### config.mk
export PLATFORM = sky130hd
export DESIGN_NAME = fsm_sequencer_flat
export DESIGN_NICKNAME = d
export VERILOG_FILES = /design/src/rtl/fsm_sequencer_if.sv /design/src/rtl/fsm_sequencer.sv /design/src/flat_wrapper.sv
export SDC_FILE = /design/constraint.sdc
export NUM_CORES = 1
export LEC_CHECK = 0
export CAP_MARGIN = 40
export CORE_MARGIN = 2
export CORE_UTILIZATION = 42
export CTS_CLUSTER_DIAMETER = 40
export DETAILED_ROUTE_END_ITERATION = 8
export GPL_TIMING_DRIVEN = 0
export PLACE_DENSITY = 0.7
export SLEW_MARGIN = 10
export SYNTH_ARGS = -nofsm -noshare
export SYNTH_HDL_FRONTEND = slang
export SYNTH_SLANG_ARGS = --single-unit
### constraint.sdc
create_clock -name CLK -period 2.2 [get_ports CLK]
set_input_delay 0.33 -clock CLK [delete_from_list [all_inputs] [get_ports CLK]]
set_output_delay 0.33 -clock CLK [all_outputs]
set_load 0.05 [all_outputs]
### src/rtl/fsm_sequencer_if.sv
// ---------------------------------------------------------------------------
// fsm_sequencer_if
//   Groups the lamp-sequencer handshake with its linked timer and the lamp
//   and status outputs.
//
//   READY    timer done flag            (timer -> sequencer)
//   REQ      service request, any width (requester -> sequencer)
//   START    one-cycle timer launch     (sequencer -> timer)
//   T_RESET  timer release/flush strobe (sequencer -> timer)
//   LIGHT    lamp drive {R,A,G}
//   PHASE    current phase index
//   FAULT    watchdog fault flag
//
//   slave  : the sequencer's view
//   master : the environment's view (requester + timer + lamp driver)
// ---------------------------------------------------------------------------
interface fsm_sequencer_if;
    logic       READY;
    logic       REQ;
    logic       START;
    logic       T_RESET;
    logic [2:0] LIGHT;
    logic [1:0] PHASE;
    logic       FAULT;

    modport slave (
        input  READY, REQ,
        output START, T_RESET, LIGHT, PHASE, FAULT
    );

    modport master (
        output READY, REQ,
        input  START, T_RESET, LIGHT, PHASE, FAULT
    );
endinterface

### src/rtl/fsm_sequencer.sv
// ---------------------------------------------------------------------------
// fsm_sequencer
//   Moore FSM that walks a traffic lamp through RED_AMBER, GREEN, AMBER and
//   back to RED for every service request. Each phase is timed by one run of
//   an external linked timer: the sequencer pulses START, waits for READY,
//   then pulses T_RESET to release the timer. A watchdog traps a timer that
//   never answers and parks the lamp at AMBER with FAULT raised until RESET.
//
//   Ports
//     CLK    single clock, rising edge
//     RESET  synchronous, active-high
//     bus    fsm_sequencer_if.slave (READY, REQ in; START, T_RESET, LIGHT,
//            PHASE, FAULT out)
//
//   Parameter
//     WD_MAX  WAIT cycles without READY before FAULT; must exceed the timer
//             length and be at least 2.
// ---------------------------------------------------------------------------
module fsm_sequencer #(
    parameter int WD_MAX = 1024
) (
    input  logic           CLK,
    input  logic           RESET,
    fsm_sequencer_if.slave bus
);

    // Counter holds 0 .. WD_MAX-1 without wrapping.
    localparam int                WD_W    = $clog2(WD_MAX);
    localparam logic [WD_W-1:0]   WD_LAST = WD_W'(WD_MAX - 1);

    typedef enum logic [2:0] {
        S_IDLE,
        S_LAUNCH,
        S_WAIT,
        S_RELEASE,
        S_FAULT
    } state_t;

    typedef enum logic [1:0] {
        PH_RED       = 2'd0,
        PH_RED_AMBER = 2'd1,
        PH_GREEN     = 2'd2,
        PH_AMBER     = 2'd3
    } phase_t;

    state_t          state;
    phase_t          phase;
    logic            req_latch;
    logic [WD_W-1:0] wd_cnt;

    function automatic logic [2:0] lamp(input phase_t ph);
        case (ph)
            PH_RED:       lamp = 3'b100;
            PH_RED_AMBER: lamp = 3'b110;
            PH_GREEN:     lamp = 3'b001;
            default:      lamp = 3'b010;
        endcase
    endfunction

    // -----------------------------------------------------------------------
    // State, phase, request latch and watchdog
    // -----------------------------------------------------------------------
    // NOTE: all state uses non-blocking assignments; later assignments in the
    // same clock override earlier ones, which gives "clear wins over set"
    // for the request latch on the IDLE->LAUNCH transition.
    always_ff @(posedge CLK) begin
        if (RESET) begin
            state     <= S_IDLE;
            phase     <= PH_RED;
            req_latch <= 1'b0;
            wd_cnt    <= '0;
        end else begin
            // Requests arriving while busy (or in FAULT) are remembered here.
            if (bus.REQ) begin
                req_latch <= 1'b1;
            end

            case (state)
                S_IDLE: begin
                    phase <= PH_RED;
                    // A timer still showing READY is being flushed by
                    // T_RESET this cycle; launch only once it has dropped.
                    if ((bus.REQ || req_latch) && !bus.READY) begin
                        state     <= S_LAUNCH;
                        phase     <= PH_RED_AMBER;
                        req_latch <= 1'b0;
                    end
                end

                S_LAUNCH: begin
                    wd_cnt <= '0;
                    state  <= S_WAIT;
                end

                S_WAIT: begin
                    if (bus.READY) begin
                        state <= S_RELEASE;
                    end else if (wd_cnt == WD_LAST) begin
                        state <= S_FAULT;
                    end else begin
                        wd_cnt <= wd_cnt + WD_W'(1);
                    end
                end

                S_RELEASE: begin
                    // RED is the last timed phase of a request.
                    if (phase == PH_RED) begin
                        state <= S_IDLE;
                    end else begin
                        phase <= phase_t'(phase + 2'd1);
                        state <= S_LAUNCH;
                    end
                end

                S_FAULT: begin
                    state <= S_FAULT;
                end

                default: begin
                    state <= S_IDLE;
                end
            endcase
        end
    end

    // -----------------------------------------------------------------------
    // Moore output decode from registered state/phase plus READY
    // -----------------------------------------------------------------------
    // NOTE: every output gets a default before the case so no path leaves a
    // value unassigned and no latch is inferred.
    always_comb begin
        bus.START   = 1'b0;
        bus.T_RESET = 1'b0;
        bus.FAULT   = 1'b0;
        bus.LIGHT   = lamp(phase);
        case (state)
            S_IDLE:    bus.T_RESET = bus.READY;
            S_LAUNCH:  bus.START   = 1'b1;
            S_RELEASE: bus.T_RESET = 1'b1;
            S_FAULT: begin
                bus.FAULT   = 1'b1;
                // Hold the timer in reset while faulted.
                bus.T_RESET = 1'b1;
                bus.LIGHT   = 3'b010;
            end
            default: begin
            end
        endcase
    end

    assign bus.PHASE = phase;

endmodule

### src/flat_wrapper.sv
// flat-port wrapper written by rule: the top's interface ports become plain ports
module fsm_sequencer_flat 
#(
    parameter int WD_MAX = 1024
)
  (CLK, RESET, bus_READY, bus_REQ, bus_START, bus_T_RESET, bus_LIGHT, bus_PHASE, bus_FAULT);
  fsm_sequencer_if bus_i ();
  input  logic CLK;
  input  logic RESET;
  input wire logic [$bits(bus_i.READY)-1:0] bus_READY;
  input wire logic [$bits(bus_i.REQ)-1:0] bus_REQ;
  output wire logic [$bits(bus_i.START)-1:0] bus_START;
  output wire logic [$bits(bus_i.T_RESET)-1:0] bus_T_RESET;
  output wire logic [$bits(bus_i.LIGHT)-1:0] bus_LIGHT;
  output wire logic [$bits(bus_i.PHASE)-1:0] bus_PHASE;
  output wire logic [$bits(bus_i.FAULT)-1:0] bus_FAULT;
  assign bus_i.READY = bus_READY;
  assign bus_i.REQ = bus_REQ;
  assign bus_START = bus_i.START;
  assign bus_T_RESET = bus_i.T_RESET;
  assign bus_LIGHT = bus_i.LIGHT;
  assign bus_PHASE = bus_i.PHASE;
  assign bus_FAULT = bus_i.FAULT;
  fsm_sequencer #(.WD_MAX(WD_MAX)) u_core (.CLK(CLK), .RESET(RESET), .bus(bus_i));
endmodule
==> results of run 1 <==
==> metrics by stage <==
stage,power (W),hold WS (ns)
finish,0.000677,0.529
global route,0.000714,0.576
CTS,0.000678,0.532
detailed placement,0.000487,0.516
global placement,0.000486,0.498
floorplan,0.000435,0.402
==> path summary, 6_finish.rpt <==
check                                        end  slack, ns  cells after the start
worst max-delay path                   bus_FAULT       0.10                      2
worst min-delay path            u_core.wd_cnt[1]       0.53                      2
worst max register to register  u_core.wd_cnt[7]       0.21                      5
worst min register to register  u_core.wd_cnt[1]       0.53                      2
==> worst max-delay path: stages (launching register included) <==
cell and delay, ns:
dfxtp_1 0.50, nor3b_2 0.40, dlygate4sd2_1 0.58
==> layer usage <==
layer / part of all wire / vias up / wire length, microns / global-route usage
li1: - / 479 / - / -
met1: 0.46 / 460 / 985 / 0.245
met2: 0.47 / 34 / 1020 / 0.280
met3: 0.044 / 6 / 95 / 0.0431
met4: 0.021 / 0 / 44 / 0.0877
met5: 0 / - / 0 / 0
==> where the power goes <==
part	total [W]	internal (W)	switching, W
clock	0.000202	0.000101	0.000101
sequential	0.000313	0.000298	0.0000142
combinational	0.000162	0.0000535	0.000109
total	0.000677	0.000453	0.000224
==> sequential cells by signal, summed over array words and instances, names as in the netlist <==
name,flops
u_core.wd_cnt,10
u_core.state,3
u_core.bus.PHASE,2
u_core.req_latch,1
==> cells in the mapped netlist (2+ instances only) <==
| master | n |
|---|---|
| nor2_1 | 12 |
| o21ai_0 | 10 |
| nand2_1 | 6 |
| ha_1 | 5 |
| a21oi_1 | 11 |
| nand3_1 | 6 |
| nor3b_1 | 3 |
| a311oi_1 | 3 |
| dfxtp_1 | 16 |
| a31oi_1 | 2 |
| nor3_1 | 6 |
| inv_1 | 6 |
| mux2i_1 | 2 |
| clkbuf_1 | 3 |
| nand4_1 | 3 |
| o31a_1 | 2 |
==> logic make-up (layout without fill, tap and decap cells) <==
family,Yosys count,in the layout
and+or+nand+nor,48,48
DFF,16,16
adders and majority gates,5,5
muxes,2,2
buffers and inverters,9,24
AOI/OAI and AO/OA,37,37
==> cell type report <==
class | instances | area [sq um] | share of cell area
tap | 28 | 35.0 | 0.0305
clock buffer | 4 | 36.3 | 0.0316
inverter | 6 | 22.5 | 0.0196
sequential | 16 | 320 | 0.279
timing repair buffer | 11 | 106 | 0.0927
multi-input combinational | 92 | 616 | 0.537
buffer | 3 | 11.3 | 0.00981
==> what timing repair did <==
item / CTS / global route
hold buffers: 0 / 0
endpoints found under the hold margin: 0 / 0
gates resized for setup: 8 / 2
pin swaps: 0 / 0
endpoints found under the setup margin: 6 / 11
==> flow_metrics.tcl, run 1 <==
set metrics [dict create \
    drive_gt1_frac 0.114 \
    final_util 0.529 \
    n_fill_cell 223 \
    hold_start "u_core.wd_cnt[1]" \
    overflow 0 \
    antenna_left 0 \
    clkTransAtPathRegs_ns 0.11 \
    synthMuxAreaShare 0.0211 \
    max_freq_ghz 0.477 \
    dieWidth_microns 51.6 \
    start_kind "register" \
    p_leak_nw 0.398 \
    synth-seq-cells 16 \
    gp_congestion 0.840 \
    pwr_density_cell_nw_per_um2 590 \
    core_region_area_sq_um 2170 \
    tightest_slew_ns 0.629 \
    synth-simple-area-share 0.286 \
    h-tree-depth 1 \
    synth_area_leaders "dfxtp_1 (34%), ha_1 (6.6%), a21oi_1 (5.8%)" \
    synth_fp_nets 126 \
    grtUsageTotal 0.184 \
    layout.nets 142 \
    peakVddDrop_uv 292 \
    fin_crit_sh 0.954 \
    die_area_sq_um 2660 \
    setup_slack_ns 0.102 \
    avgSynthCellArea_sq_um 8.12 \
    period_needed_ns 2.10 \
    maxCapViolations 0 \
    final_common_cell "dfxtp_1" \
    crit_fanout 9 \
    yosysSeqAreaShare 0.337 \
    required_ns 1.87 \
    ys_warn_count 0 \
    final_cell_mix "dfxtp_1 (16), nor2_1 (12), a21oi_1 (11)" \
    drc 0 \
    routed_wl_microns 2140 \
    synth_area_sq_um 950 \
    critical_path_arrival_ns 1.77 \
    hold_path.class "reg -> reg" \
    io_buffer_count 11 \
    areaGrowthSynthToFinish_pct 20.8 \
    finalMaxSlewViolations 0 \
    vias 979 \
    io_pins 12 \
    async_flop_share 0 \
    placed_cell_area_sq_um 1110 \
    synthAdderAreaFrac 0.0659 \
    yosysUniqueCellTypes 37 \
    cts_setup_buffers 0 \
    drt-initial-drc-count 24 \
    hold_viol_final 0 \
    grt_pass1_vias 842 \
    dp_slack_ns -0.210 \
    cts.sinks 16 \
    clockBufferDepth 2 \
    grt_max_degree 11 \
    synth_top_area_frac 0.337 \
    critical_path_class "reg -> out" \
    synth_edf_count 0 \
    finClkSkew_ns 0.00911 \
    synth_top_family_by_area "simple AND/OR/NAND/NOR gates" \
    fin_area_sq_um 1150 \
    cts_buffers 3 \
    yosysTopAreaCell "dfxtp_1" \
    syn_inst 117 \
    n_antenna_cell 0 \
    fin_cells 160 \
    slew_headroom 0.577 \
    fp.dieH_microns 51.6 \
    dp_cells 156 \
    place_hpwl_microns 1590 \
    wl_per_cell_microns 13.4 \
    antenna_found_initial 0 \
    startpoint "u_core.state[2]" \
    r2r-start "u_core.wd_cnt[4]" \
    rsz0062_at_grt "false" \
    worstSkewPairLatency_ns 0.29 \
    via_per_inst 6.12 \
    initial_core_util 0.438 \
    fin_setup_tns_ns 0 \
    synth_compound_area_frac 0.254 \
    grt_pass1_wl_microns 3690 \
    synthXorXnorAreaFrac 0 \
    status "completed" \
    placementRows 17 \
    synthFlopType "dfxtp_1" \
    cts_tree "yes" \
    first_pass_iters 4 \
    cts_root_buffer "clkbuf_4" \
    setup_viol 0 \
    cp-end-kind "output port" \
]
No activity file was read; power rests on OpenSTA's default activity.
==> run 2, diff against run 1 <==
--- a/config.mk
+++ b/config.mk
@@ -5,7 +5,6 @@
 export SDC_FILE = /design/constraint.sdc
 export NUM_CORES = 1
 export LEC_CHECK = 0
-export CAP_MARGIN = 40
 export CORE_MARGIN = 2
 export CORE_UTILIZATION = 42
 export CTS_CLUSTER_DIAMETER = 40
==> results of run 2 <==
The final DEF is identical to that of run 1; final timing and power are the same.
